File: src/rtl/prog_loader_pkg.sv
// Shared types and constants for the program loader: FSM state encoding and
// byte/word geometry of the incoming stream.
package prog_loader_pkg;

  typedef enum logic [2:0] {
    ST_IDLE,
    ST_LEN_LO,
    ST_LEN_HI,
    ST_DATA,
    ST_CHECK,
    ST_DONE,
    ST_ERROR
  } state_t;

  localparam int BYTES_PER_WORD = 4;
  localparam int LANE_W         = 2;
  localparam int BYTE_W         = 8;
  localparam int WORD_W         = BYTES_PER_WORD * BYTE_W;

endpackage

File: src/rtl/prog_loader_word_packer.sv
// Little-endian byte-to-word assembler: lanes 0..2 are buffered, lane 3 completes
// the word and raises a one-cycle word_valid in the following cycle.
module prog_loader_word_packer
  import prog_loader_pkg::*;
(
  input  logic              clock,
  input  logic              reset,
  input  logic              clear,
  input  logic              byte_en,
  input  logic [BYTE_W-1:0] byte_in,
  output logic [LANE_W-1:0] lane,
  output logic              word_valid,
  output logic [WORD_W-1:0] word_data
);

  logic [LANE_W-1:0]        lane_q, lane_d;
  logic [3*BYTE_W-1:0]      buf_q, buf_d;
  logic [WORD_W-1:0]        word_q, word_d;
  logic                     valid_q, valid_d;

  always_comb begin
    lane_d  = lane_q;
    buf_d   = buf_q;
    word_d  = word_q;
    valid_d = 1'b0;
    if (clear) begin
      lane_d = '0;
      buf_d  = '0;
    end else if (byte_en) begin
      case (lane_q)
        2'd0: buf_d[7:0]   = byte_in;
        2'd1: buf_d[15:8]  = byte_in;
        2'd2: buf_d[23:16] = byte_in;
        default: begin
          word_d  = {byte_in, buf_q};
          valid_d = 1'b1;
        end
      endcase
      lane_d = lane_q + 2'd1;
    end
  end

  always_ff @(posedge clock or posedge reset) begin
    if (reset) begin
      lane_q  <= '0;
      buf_q   <= '0;
      word_q  <= '0;
      valid_q <= 1'b0;
    end else begin
      lane_q  <= lane_d;
      buf_q   <= buf_d;
      word_q  <= word_d;
      valid_q <= valid_d;
    end
  end

  assign lane       = lane_q;
  assign word_valid = valid_q;
  assign word_data  = word_q;

endmodule

File: src/rtl/prog_loader.sv
// Program loader: parses LEN_LO, LEN_HI, 4*N data bytes and an XOR checksum byte,
// writes words to consecutive RAM addresses, and holds the core in reset until verified.
// Handshake: a byte transfers on a rising edge where in_valid && in_ready; in_data is ignored otherwise.
module prog_loader
  import prog_loader_pkg::*;
#(
  parameter int                      ADDRESS_BITS = 16,
  parameter logic [ADDRESS_BITS-1:0] BASE_ADDR    = '0
) (
  input  logic                    clock,
  input  logic                    reset,
  input  logic                    start,
  input  logic [7:0]              in_data,
  input  logic                    in_valid,
  output logic                    in_ready,
  output logic                    mem_wEn,
  output logic [ADDRESS_BITS-1:0] mem_address,
  output logic [31:0]             mem_write_data,
  output logic                    cpu_reset,
  output logic                    done,
  output logic                    error,
  output logic [ADDRESS_BITS-1:0] words_written,
  output state_t                  dbg_state
);

  localparam logic [ADDRESS_BITS-1:0] ADDR_ONE = 1;

  state_t                  state_q, state_d;
  logic [15:0]             length_q, length_d;
  logic [15:0]             word_cnt_q, word_cnt_d;
  logic [7:0]              checksum_q, checksum_d;
  logic [ADDRESS_BITS-1:0] addr_q, addr_d;
  logic [ADDRESS_BITS-1:0] words_q, words_d;

  logic              accept;
  logic              packer_clear;
  logic              byte_en;
  logic [LANE_W-1:0] lane;
  logic              word_valid;
  logic [WORD_W-1:0] word_data;

  assign in_ready = (state_q == ST_LEN_LO) || (state_q == ST_LEN_HI) ||
                    (state_q == ST_DATA)   || (state_q == ST_CHECK);
  assign accept   = in_valid && in_ready;

  always_comb begin
    state_d      = state_q;
    length_d     = length_q;
    word_cnt_d   = word_cnt_q;
    checksum_d   = checksum_q;
    addr_d       = addr_q;
    words_d      = words_q;
    packer_clear = 1'b0;
    byte_en      = 1'b0;

    // The strobe cycle presents the current address; it advances right after.
    if (word_valid) begin
      addr_d  = addr_q + ADDR_ONE;
      words_d = words_q + ADDR_ONE;
    end

    case (state_q)
      ST_LEN_LO: if (accept) begin
        length_d[7:0] = in_data;
        state_d       = ST_LEN_HI;
      end
      ST_LEN_HI: if (accept) begin
        length_d[15:8] = in_data;
        state_d        = ({in_data, length_q[7:0]} != 16'd0) ? ST_DATA : ST_CHECK;
      end
      ST_DATA: begin
        byte_en = accept;
        if (accept) begin
          checksum_d = checksum_q ^ in_data;
          if (lane == 2'd3) begin
            word_cnt_d = word_cnt_q + 16'd1;
            if (word_cnt_q + 16'd1 == length_q) state_d = ST_CHECK;
          end
        end
      end
      ST_CHECK: if (accept) begin
        state_d = (in_data == checksum_q) ? ST_DONE : ST_ERROR;
      end
      ST_IDLE, ST_DONE, ST_ERROR: if (start) begin
        state_d      = ST_LEN_LO;
        length_d     = '0;
        word_cnt_d   = '0;
        checksum_d   = '0;
        addr_d       = BASE_ADDR;
        words_d      = '0;
        packer_clear = 1'b1;
      end
      default: state_d = ST_IDLE;
    endcase
  end

  always_ff @(posedge clock or posedge reset) begin
    if (reset) begin
      state_q    <= ST_IDLE;
      length_q   <= '0;
      word_cnt_q <= '0;
      checksum_q <= '0;
      addr_q     <= BASE_ADDR;
      words_q    <= '0;
    end else begin
      state_q    <= state_d;
      length_q   <= length_d;
      word_cnt_q <= word_cnt_d;
      checksum_q <= checksum_d;
      addr_q     <= addr_d;
      words_q    <= words_d;
    end
  end

  prog_loader_word_packer u_packer (
    .clock      (clock),
    .reset      (reset),
    .clear      (packer_clear),
    .byte_en    (byte_en),
    .byte_in    (in_data),
    .lane       (lane),
    .word_valid (word_valid),
    .word_data  (word_data)
  );

  assign mem_wEn        = word_valid;
  assign mem_write_data = word_data;
  assign mem_address    = addr_q;
  assign words_written  = words_q;
  assign done           = (state_q == ST_DONE);
  assign error          = (state_q == ST_ERROR);
  assign cpu_reset      = (state_q != ST_DONE);
  assign dbg_state      = state_q;

endmodule

File: config.mk
export PLATFORM = sky130hd
export DESIGN_NAME = prog_loader
export DESIGN_NICKNAME = d
export VERILOG_FILES = /design/src/rtl/prog_loader_pkg.sv /design/src/rtl/prog_loader_word_packer.sv /design/src/rtl/prog_loader.sv
export SDC_FILE = /design/constraint.sdc
export NUM_CORES = 1
export LEC_CHECK = 0
export BUFFER_PORTS_ARGS = -buffer_cell sky130_fd_sc_hd__clkbuf_2
export CORE_ASPECT_RATIO = 1.75
export CORE_MARGIN = 3
export CORE_UTILIZATION = 45
export DETAILED_ROUTE_END_ITERATION = 8
export PLACE_DENSITY_LB_ADDON = 0.2
export SYNTH_ARGS = -nofsm -noshare
export SYNTH_HDL_FRONTEND = slang
export SYNTH_SLANG_ARGS = --single-unit
File: constraint.sdc
create_clock -name clock -period 6.4 [get_ports clock]
set_input_delay 0.64 -clock clock [delete_from_list [all_inputs] [get_ports clock]]
set_output_delay 0.64 -clock clock [all_outputs]
set_load 0.02 [all_outputs]
==> results.md, run 1 <==
- Number of buffer cells added on primary ports: 83
- Floorplan die width: 97.7 um
- Met3 Wirelength: 634 um
- Placeable Area: 0.0144 mm2
- Insertion delay of the later-clocked pin in the worst-skew pair: 0.41 ns
- Routability-driven placement congestion ratio: 0.817
- Number of fill cells: 1341
- Max H-tree Level: 4
- Switching portion of total power: 38.0%
- # IOs: 84
- Multi-input gate area: 0.00298 mm2
- Outcome: finished clean
- EDFF count, synth: 0
- Setup crit end kind: flip-flop
- Net Count, Synth: 706
- Clock tree from TritonCTS: yes
- Required time reported for the critical path endpoint: 6.69 ns
- Sequential power share: 40.3%
- Leading cell type by number of instances after synthesis: sky130_fd_sc_hd__dfrtp_1
- Vias: 5289
- Power density of the placed cells: 452 mW/mm2
- Vias per std cell: 5.61
- Clock transition at the register clock pins on the worst setup and hold paths after CTS: 0.07 ns
- Startpoint type of the worst setup path: flip-flop
- Number of pins exceeding their max-slew limit in the final report: 0
- Critical path type: flip-flop to flip-flop
- Maximum number of pins on one net before global-route repair: 78
- Launching point of the worst reg2reg path: dbg_state[2]$_DFFE_PP0P_
- Sequential cell area: 0.00335 mm2
- Number of antenna-violating nets in the routed design: 0
- Number of buffers inserted to repair setup after CTS: 0
- Floorplan die height: 166 um
- Routed wirelength normalized by instance count: 17.3 um
- Ys flop type: sky130_fd_sc_hd__dfrtp_1
- Max-cap violation count: 0
- Overall Global Routing Usage: 20.5%
- Worst hold-check path type: input pin to asynchronous set/reset pin
- Worst reg-to-reg setup slack: 3.68 ns
- Met2 routed wirelength: 8970 um
- Max Buffers Root-to-Sink: 2
- Fraction of final layout cells with drive strength greater than 1: 21.4%
- Rows: 58
- Count of inserted antenna diode cells: 0
- Synthesized cell area: 0.00662 mm2
- Leakage power: 3.56 nW
- Antenna violations before repair: 0
- Tmin final: 2.72 ns
- Clock buffer count from CTS: 17
- Total Wirelength: 16300 um
- Cell types with the largest area share after synthesis: sky130_fd_sc_hd__dfrtp_1, sky130_fd_sc_hd__mux2_2, sky130_fd_sc_hd__o21ai_0
- Least-Margin Pin Slew: 1.26 ns
- First-pass GRT wire length: 27100 um
- Post-synthesis instance total: 686
- DRC violation count after routing: 0
- Yosys warnings: 0
- Setup repair after global routing missed its margin: false
- Cells resized by post-CTS repair: 0
- Clock skew: 0.00855 ns
- Net count of the finished layout: 770
- Relative contribution of the clock network to total power: 28.1%
- Cell internal pwr: 2.16 mW
- Slew Limit Headroom: 15.9%
- Vias in the first global route: 5408
- Number of DRC markers after the initial detailed-route iteration: 375
- Hold Violations, Final: 0
- Count of hold buffers inserted by post-cts repair: 0
- Crit share post-route: 42.4%
- Arrival time at the worst endpoint: 3.01 ns
- Max Fanout on Critical Path: 59
- Overall die area: 0.0163 mm2
- Sink count of the clock tree: 134
- Signed area change from the synthesized netlist to the final layout: 16.4%
- Portion of synthesized cell area occupied by the leading cell type: 50.7%
- Worst reg-to-reg path cell count: 8
- Endpoint of the worst register-to-register path: checksum_q[3]$_DFFE_PP0P_
- Largest area contributor in the netlist: sky130_fd_sc_hd__dfrtp_1
- Number of distinct library cells after synthesis: 53
- Pwr Total: 3.48 mW
- Overflow after GRT: 0
- Starting utilization of the core area: 46.1%
- Sum of negative setup slack: 0 ns
- Sw Pwr: 1.32 mW
- Power share of the combinational group: 31.6%
- Cell types with the highest counts after synthesis: sky130_fd_sc_hd__dfrtp_1, sky130_fd_sc_hd__nand2_1, sky130_fd_sc_hd__o21ai_0
- Setup violations, final: 0
- Avg Synthesized Cell Area: 9.65 um2
- Total iterations of the first detailed-routing run: 4
- Number of synthesized register bits: 134
- DP Wirelength: 11400 um
- Metal1 wirelength: 6250 um
- Sequential share of the synthesized area: 50.7%
- Highest Clock Rate: 0.368 GHz
- Buffer cell driving the clock tree root: sky130_fd_sc_hd__clkbuf_16
- Async SR Flop Fraction: 100%
- Uppermost routed layer: met4
- Peak supply drop: 218 uV
## final cells by class
| cell class | instances | share of cell area, % |
|---|---|---|
| multi-input combinational | 481 | 38.6 |
| inverter | 28 | 1.40 |
| timing repair buffer | 88 | 5.88 |
| sequential | 134 | 43.5 |
| clock inverter | 14 | 2.11 |
| clock buffer | 18 | 5.57 |
| tap | 180 | 2.92 |
## state kept, by name, indices dropped and copies added, names as in the netlist
register and cells:
words_written 16, mem_address 16, dbg_state 3, u_packer.lane 2, length_q 16, u_packer.word_valid 1, u_packer.buf_q 24, checksum_q 8
word_cnt_q 16, u_packer.word_data 32
## metrics by stage
| step | instance area [um2] | setup slack (ns) | hold WS [ns] | std cells | utilization (%) |
|---|---|---|---|---|---|
| 6_report | 7710 | 3.68 | 0.339 | 943 | 53.6 |
| 5_1_grt | 7710 | 3.42 | 0.399 | 943 | 53.6 |
| 4_1_cts | 7710 | 3.74 | 0.376 | 943 | 53.6 |
| 3_5_place_dp | 7120 | 3.76 | 0.495 | 911 | 49.5 |
| 3_3_place_gp | 7120 | 3.82 | 0.487 | 911 | 49.5 |
| 2_1_floorplan | 6620 | 2.18 | 0.470 | 686 | - |
## metal layers
metal	GRT usage, %	up-vias
met3	3.94	30
met2	36.9	127
met4	10.0	0
li1	-	2490
met1	23.0	2642
met5	0	-
## cell usage in the layout, fill, tap and decap left out, types with 4 or more instances in the layout
master	Yosys	routed
sky130_fd_sc_hd__nand2_1	68	68
sky130_fd_sc_hd__mux2_2	32	32
sky130_fd_sc_hd__mux2i_1	4	4
sky130_fd_sc_hd__inv_1	28	27
sky130_fd_sc_hd__nand4_1	15	15
sky130_fd_sc_hd__o22ai_1	4	4
sky130_fd_sc_hd__buf_4	1	5
sky130_fd_sc_hd__nor2_1	58	58
sky130_fd_sc_hd__xnor2_1	28	28
sky130_fd_sc_hd__or3_1	6	6
sky130_fd_sc_hd__and3_1	5	5
sky130_fd_sc_hd__a31oi_1	4	4
sky130_fd_sc_hd__o31ai_1	9	9
sky130_fd_sc_hd__o21ai_0	61	61
sky130_fd_sc_hd__nor4_1	8	8
sky130_fd_sc_hd__clkbuf_2	0	83
sky130_fd_sc_hd__and4_1	4	4
sky130_fd_sc_hd__nor2b_1	6	5
sky130_fd_sc_hd__clkbuf_16	0	17
sky130_fd_sc_hd__inv_6	0	6
sky130_fd_sc_hd__dfrtp_1	134	134
sky130_fd_sc_hd__clkinvlp_4	0	4
sky130_fd_sc_hd__nor3_1	5	5
sky130_fd_sc_hd__a21oi_1	37	37
sky130_fd_sc_hd__nand3_1	57	57
sky130_fd_sc_hd__xor2_1	28	28
sky130_fd_sc_hd__ha_1	8	8
## power groups by stage
stage	Clock [mW]	Combinational (mW)	Sequential (mW)
2_1_floorplan	0	0.639	1.51
3_3_place_gp	0	1.07	1.40
3_5_place_dp	0	1.10	1.42
4_1_cts	0.993	1.11	1.40
5_1_grt	1.03	1.22	1.44
6_report	0.980	1.10	1.40
## critical path, stage by stage (launching register included)
cell and delay (ns):
sky130_fd_sc_hd__dfrtp_1 0.61, sky130_fd_sc_hd__nor2b_1 0.38, sky130_fd_sc_hd__mux2i_1 0.13, sky130_fd_sc_hd__buf_4 0.22
sky130_fd_sc_hd__nor2b_4 0.11, sky130_fd_sc_hd__buf_4 0.51, sky130_fd_sc_hd__nor2_1 0.27, sky130_fd_sc_hd__o21ai_0 0.22
sky130_fd_sc_hd__o21ai_0 0.11
## worst max path at each step
stage / slack [ns] / depth (start not counted) / start / endpoint
global placement: 3.82 / 8 / dbg_state[2]$_DFFE_PP0P_ / checksum_q[1]$_DFFE_PP0P_
finish: 3.68 / 8 / dbg_state[2]$_DFFE_PP0P_ / checksum_q[3]$_DFFE_PP0P_
detailed placement: 3.76 / 8 / dbg_state[2]$_DFFE_PP0P_ / checksum_q[2]$_DFFE_PP0P_
global route: 3.42 / 8 / dbg_state[2]$_DFFE_PP0P_ / checksum_q[4]$_DFFE_PP0P_
floorplan: 2.18 / 1 / reset / checksum_q[0]$_DFFE_PP0P_
CTS: 3.74 / 8 / dbg_state[2]$_DFFE_PP0P_ / checksum_q[0]$_DFFE_PP0P_
## kinds of logic (layout without fill, tap and decap cells)
| group | count (synthesis) | in the layout | synth area share (%) |
|---|---|---|---|
| fa+ha+maj | 9 | 9 | 1.66 |
| simple gates | 249 | 249 | 18.2 |
| compound gates | 131 | 131 | 11.5 |
| buf+inv | 71 | 148 | 4.48 |
| mux | 36 | 36 | 6.05 |
| xor+xnor | 56 | 56 | 7.41 |
| flops | 134 | 134 | 50.7 |
(Power assumes the default switching activity.)
==> run 2, diff against run 1 <==
Settings changed: ABC_AREA set to 1.
Clock period 6.4 ns to 2.44 ns, I/O delays scaled along.
==> run 2 against run 1 <==
  * Sequential share of layout area fell by 0.46 points
  * Worst setup slack got worse by 3.3 ns
  * Highest routed layer unchanged
  * Die area fell by 0.31%
  * Cell count rose by 14%
  * Wire length fell by 2.6%
==> results.md, run 2 <==
- Outcome: finished clean
- Max H-tree Level: 4
- Count of hold buffers inserted by post-cts repair: 1
- Floorplan die width: 97.5 um
- First-pass GRT wire length: 26800 um
- Yosys warnings: 0
- Portion of synthesized cell area occupied by the leading cell type: 50.8%
- DRC violation count after routing: 0
- Number of DRC markers after the initial detailed-route iteration: 182
- Signed area change from the synthesized netlist to the final layout: 18.1%
- Routed wirelength normalized by instance count: 14.8 um
- Placeable Area: 0.0141 mm2
- Final-layout worst hold slack: 0.184 ns
- Post-route standard cell area excluding fillers: 0.00779 mm2
- Max-cap violation count: 0
- Cell types with the highest counts after synthesis: sky130_fd_sc_hd__nand2_1, sky130_fd_sc_hd__dfrtp_1, sky130_fd_sc_hd__inv_1
- Required time reported for the critical path endpoint: 2.72 ns
- Most frequent cell on the critical path: sky130_fd_sc_hd__inv_2
- Async SR Flop Fraction: 100%
- Sequential share of the synthesized area: 50.8%
- Fraction of final layout cells with drive strength greater than 1: 19.8%
- Setup violations, final: 0
- Clock transition at the register clock pins on the worst setup and hold paths after CTS: 0.07 ns
- Leading cell type by number of instances after synthesis: sky130_fd_sc_hd__nand2_1
- Worst hold-check path type: input pin to flip-flop
- Power density of the placed cells: 1060 mW/mm2
- DP Wirelength: 11700 um
- Number of distinct library cells after synthesis: 37
- Least-Margin Pin Slew: 0.632 ns
- Overall Global Routing Usage: 20.4%
- Clock tree from TritonCTS: yes
- Met2 GRT Util: 36.1%
- Startpoint type of the worst setup path: flip-flop
- Tmin final: 2.10 ns
- EDFF count, synth: 0
- Sink count of the clock tree: 134
- Commonest cells after routing, fill and taps aside: sky130_fd_sc_hd__nand2_1, sky130_fd_sc_hd__dfrtp_1, sky130_fd_sc_hd__clkbuf_2
- Sum of negative setup slack: 0 ns
- Number of buffer cells added on primary ports: 83
- Post-placement cell area: 0.00720 mm2
- Total iterations of the first detailed-routing run: 4
- Number of standard cells in the final layout excluding fillers: 1074
- Most common cell after layout, fill and taps aside: sky130_fd_sc_hd__nand2_1
- Floorplan die height: 166 um
- Fraction of the core area covered by cells at the end of the flow: 55.2%
- Number of flip-flops under the largest register name: 32
- Buffer cell driving the clock tree root: sky130_fd_sc_hd__clkbuf_16
- Hold Violations, Final: 0
- Number of synthesized register bits: 134
- Synthesized cell area: 0.00660 mm2
- Max Fanout on Critical Path: 15
- Antenna violations before repair: 0
- Insertion delay of the later-clocked pin in the worst-skew pair: 0.42 ns
- Rows: 57
- Highest Clock Rate: 0.475 GHz
- Critical path's slowest cell: sky130_fd_sc_hd__dfrtp_1
- Setup repair after global routing missed its margin: false
- Vias: 5484
- Cells resized by post-CTS repair: 0
- Chain of cells forming the critical path: inv_2 -> nand2_1 -> a31oi_4 -> inv_2 -> nor2_4 -> inv_2 -> nand3_2 -> inv_2 -> nand2_2 -> o21ai_0
- Overall die area: 0.0162 mm2
- Vias per std cell: 5.11
- # IOs: 84
- Number of buffers inserted to repair setup after CTS: 0
- Fraction of met3 tracks used by global routing: 4.37%
- Overflow after GRT: 0
- Arrival time at the worst endpoint: 2.38 ns
- Routability-driven placement congestion ratio: 0.923
- Post-synthesis instance total: 794
- Leakage power: 3.98 nW
- Count of inserted antenna diode cells: 0
- Peak supply drop: 932 uV
- Starting utilization of the core area: 46.7%
- Cell family with most CP delay: simple AND/OR/NAND/NOR gates
- Largest area contributor in the netlist: sky130_fd_sc_hd__dfrtp_1
- Cell types with the largest area share after synthesis: sky130_fd_sc_hd__dfrtp_1, sky130_fd_sc_hd__nand2_1, sky130_fd_sc_hd__inv_1
- Crit share post-route: 86.2%
- Number of buffer and inverter stages on the critical path: 4
- Clock buffer count from CTS: 17
- Busiest metal layer after global routing: met2
- Maximum number of pins on one net before global-route repair: 83
- Slew Limit Headroom: 57.9%
- Clock skew: 0.0133 ns
- Total Wirelength: 15900 um
- Setup crit end kind: flip-flop
- Max Buffers Root-to-Sink: 2
- Vias in the first global route: 5405
- Max stage delay on crit path: 0.44 ns
- Avg Synthesized Cell Area: 8.31 um2
- Critical path type: flip-flop to flip-flop
- Ys flop type: sky130_fd_sc_hd__dfrtp_1
- Total placed cells including tap cells: 1041
- Number of pins exceeding their max-slew limit in the final report: 0
- Number of antenna-violating nets in the routed design: 0
- Net count of the finished layout: 904
- Net Count, Synth: 814
- Met1 Usage GRT: 23.8%
[run 2: area by class of cell]
| class | instances | area [um2] |
|---|---|---|
| tap | 177 | 221 |
| multi-input combinational | 548 | 2790 |
| timing repair buffer | 92 | 498 |
| fill | 1379 | 6330 |
| sequential | 134 | 3350 |
| clock buffer | 17 | 425 |
| clock inverter | 15 | 155 |
| inverter | 91 | 345 |
[run 2: worst reg2reg max path, cell delays in order, from the launching register on]
cell                      delay [ns]
sky130_fd_sc_hd__dfrtp_1        0.44
sky130_fd_sc_hd__inv_2          0.10
sky130_fd_sc_hd__nand2_1        0.12
sky130_fd_sc_hd__a31oi_4        0.39
sky130_fd_sc_hd__inv_2          0.16
sky130_fd_sc_hd__nor2_4         0.12
sky130_fd_sc_hd__inv_2          0.05
sky130_fd_sc_hd__nand3_2        0.08
sky130_fd_sc_hd__inv_2          0.05
sky130_fd_sc_hd__nand2_2        0.31
sky130_fd_sc_hd__o21ai_0        0.15
[run 2: metal layers]
layer / up-vias / part of all wire (%)
li1: 2738 / -
met1: 2622 / 40
met2: 98 / 54
met3: 26 / 3.1
met4: 0 / 2.9
met5: - / 0
[run 2: path summary, 6_finish.rpt]
kind                                               startpoint                                  to  slack [ns]  depth (start not counted)
worst max-delay path                 dbg_state[0]$_DFFE_PP0P_           word_cnt_q[0]$_DFFE_PP0P_        0.34                         10
worst min-delay path                               in_data[5]  u_packer.word_data[29]$_DFFE_PP0P_        0.18                          3
worst max register to register       dbg_state[0]$_DFFE_PP0P_           word_cnt_q[0]$_DFFE_PP0P_        0.34                         10
worst min register to register  u_packer.buf_q[4]$_DFFE_PP0P_   u_packer.word_data[4]$_DFFE_PP0P_        0.47                          2
max in group asynchronous                               reset          words_written[5]$_DFF_PP0_        1.26                          4
min in group asynchronous                               reset            dbg_state[1]$_DFFE_PP0P_        0.40                          3
[run 2: through the flow]
stage	setup slack [ns]	power [mW]
2_1_floorplan	0.531	5.15
3_3_place_gp	0.406	5.81
3_5_place_dp	0.350	5.83
4_1_cts	0.334	8.35
5_1_grt	0.135	8.87
6_report	0.336	8.27
[run 2: cells by family (layout without fill, tap and decap cells)]
logic type / after synthesis / after routing / synth area share, %
AO/OA/AOI/OAI: 106 / 106 / 10.3
XOR/XNOR: 23 / 23 / 3.26
adder cells (fa/ha/maj): 8 / 8 / 1.52
buffers and inverters: 112 / 215 / 6.87
flip-flops: 134 / 134 / 50.8
AND/OR/NAND/NOR: 411 / 411 / 27.2
[run 2: power by group]
| group | internal (mW) | total, mW | switching [mW] |
|---|---|---|---|
| registers | 2.74 | 3.16 | 0.423 |
| logic | 0.851 | 2.62 | 1.77 |
| clock network | 1.36 | 2.49 | 1.12 |
| total | 4.95 | 8.27 | 3.32 |
==> run 3, diff against run 2 <==
Clock period 2.44 ns to 2.6 ns, I/O delays scaled along.
==> run 3 against run 2 <==
  * Sequential power shrank 6.3%
  * Total power fell by 5.3%
  * Design area up 0.13%
  * Highest routed layer unchanged
  * Core utilization up 0.071 points
  * Cell count about the same
  * Largest power group unchanged
==> results.md, run 3 (synthesis results as in run 2) <==
- Outcome: finished clean
- Number of DRC markers after the initial detailed-route iteration: 222
- Total Wirelength: 16200 um
- Worst reg-to-reg setup slack: 0.49 ns
- Clock transition at the register clock pins on the worst setup and hold paths after CTS: 0.07 ns
- Clock tree from TritonCTS: yes
- Most common cell after layout, fill and taps aside: sky130_fd_sc_hd__nand2_1
- Endpoint of the worst register-to-register path: word_cnt_q[0]$_DFFE_PP0P_
- Floorplan die height: 166 um
- Post-route standard cell area excluding fillers: 0.00780 mm2
- Launch point of the worst hold path: in_data[0]
- Vias per std cell: 5.11
- Tmin final: 2.11 ns
- Sum of negative setup slack: 0 ns
- Max Buffers Root-to-Sink: 2
- Overall die area: 0.0162 mm2
- # IOs: 84
- Crit share post-route: 81.0%
- Vias: 5482
- Number of flip-flops under the largest register name: 32
- Count of inserted antenna diode cells: 0
- Power density of the placed cells: 1000 mW/mm2
- Least-Margin Pin Slew: 0.696 ns
- Hold Violations, Final: 0
- Peak supply drop: 700 uV
- Cell family with most CP delay: compound AO/OA/AOI/OAI gates
- Insertion delay of the later-clocked pin in the worst-skew pair: 0.41 ns
- Routability-driven placement congestion ratio: 0.882
- Floorplan die width: 97.5 um
- Required time reported for the critical path endpoint: 2.92 ns
- Critical path type: flip-flop to flip-flop
- Number of antenna-violating nets in the routed design: 0
- Chain of cells forming the critical path: inv_2 -> nand2_1 -> a31oi_4 -> inv_2 -> o21ai_2 -> nand3_2 -> inv_2 -> nand2_2 -> o21ai_0
- Fraction of final layout cells with drive strength greater than 1: 19.8%
- Launching point of the worst reg2reg path: dbg_state[0]$_DFFE_PP0P_
- Arrival time at the worst endpoint: 2.43 ns
- Most frequent cell on the critical path: sky130_fd_sc_hd__inv_2
- Overflow after GRT: 0
- Vias in the first global route: 5605
- Leakage power: 3.98 nW
- DRC violation count after routing: 0
- Number of buffers inserted to repair setup after CTS: 0
- Capture endpoint of the worst hold path: u_packer.word_data[24]$_DFFE_PP0P_
- Starting utilization of the core area: 46.7%
- Setup crit end kind: flip-flop
- Antenna violations before repair: 0
- Number of buffer cells added on primary ports: 83
- Signed area change from the synthesized netlist to the final layout: 18.2%
- Fraction of met3 tracks used by global routing: 4.41%
- Setup violations, final: 0
- Rows: 57
- Routed wirelength normalized by instance count: 15.1 um
- Met1 Usage GRT: 22.9%
- Hold Path Depth: 3
- Highest Clock Rate: 0.475 GHz
- Maximum number of pins on one net before global-route repair: 59
- First-pass GRT wire length: 27400 um
- Slew Limit Headroom: 53.5%
- Max Fanout on Critical Path: 15
- Total iterations of the first detailed-routing run: 5
- Post-placement cell area: 0.00720 mm2
- Critical path's slowest cell: sky130_fd_sc_hd__dfrtp_1
- Busiest metal layer after global routing: met2
- Overall Global Routing Usage: 20.8%
- Number of pins exceeding their max-slew limit in the final report: 0
- Commonest cells after routing, fill and taps aside: sky130_fd_sc_hd__nand2_1, sky130_fd_sc_hd__dfrtp_1, sky130_fd_sc_hd__clkbuf_2
- Max-cap violation count: 0
- Max H-tree Level: 4
- DP Wirelength: 12000 um
- Clock buffer count from CTS: 17
- Setup repair after global routing missed its margin: false
- Number of buffer and inverter stages on the critical path: 3
- Worst reg-to-reg path cell count: 9
- Startpoint type of the worst setup path: flip-flop
- Fraction of the core area covered by cells at the end of the flow: 55.2%
- Clock skew: 0.0112 ns
- Met2 GRT Util: 37.8%
- Sink count of the clock tree: 134
- Buffer cell driving the clock tree root: sky130_fd_sc_hd__clkbuf_16
- Placeable Area: 0.0141 mm2
- Max stage delay on crit path: 0.43 ns
- Net count of the finished layout: 903
- Worst hold-check path type: input pin to flip-flop
-- run 3: changes by cell type in the layout (fill, tap and decap cells not counted), sizes merged --
cell,previous run,this run
bufinv,0,1
clkinv,4,2
buf,8,7
inv,98,99
-- run 3: per-stage QoR --
step           hold slack [ns]  power, mW  setup slack (ns)  std cells
2_1_floorplan            0.426       4.84             0.675        794
3_3_place_gp             0.388       5.47             0.545       1040
3_5_place_dp             0.387       5.50             0.504       1040
4_1_cts                  0.186       7.92             0.478       1073
5_1_grt                  0.198       8.38             0.242       1073
6_report                 0.216       7.83             0.495       1073
-- run 3: per-layer routing --
metal / up-vias / share of wire [%]
met3: 33 / 3.1
met4: 0 / 3.6
li1: 2731 / -
met2: 112 / 54
met1: 2606 / 39
met5: - / 0
-- run 3: worst max path at each step --
stage / from / to / cells after the start
final: dbg_state[0]$_DFFE_PP0P_ / word_cnt_q[0]$_DFFE_PP0P_ / 9
after global routing: word_cnt_q[0]$_DFFE_PP0P_ / dbg_state[1]$_DFFE_PP0P_ / 17
after CTS: dbg_state[0]$_DFFE_PP0P_ / word_cnt_q[1]$_DFFE_PP0P_ / 9
after detailed placement: dbg_state[0]$_DFFE_PP0P_ / word_cnt_q[1]$_DFFE_PP0P_ / 9
after global placement: word_cnt_q[0]$_DFFE_PP0P_ / dbg_state[1]$_DFFE_PP0P_ / 17
after floorplan: reset / checksum_q[0]$_DFFE_PP0P_ / 1
-- run 3: power breakdown --
group / switching, mW / internal, mW
clock: 1.01 / 1.36
sequential: 0.397 / 2.57
combinational: 1.69 / 0.801
-- run 3: tightest hold or removal path: cells and delay by family --
kind / cells / cell delay [ns]
buf+inv: 2 / 0.23
compound gates: 1 / 0.09
-- run 3: cell type report --
class / count / area [um2]
clock inverters: 15 / 160
well taps: 177 / 221
inverters: 91 / 345
multi-input cells: 548 / 2790
clock buffers: 17 / 425
fillers: 1379 / 6320
repair buffers: 91 / 503
flip-flops and latches: 134 / 3350
-- run 3: what timing repair did --
action	in CTS	in global routing
gates resized for setup	0	0
hold endpoints to repair	27	0
hold buffers	1	0
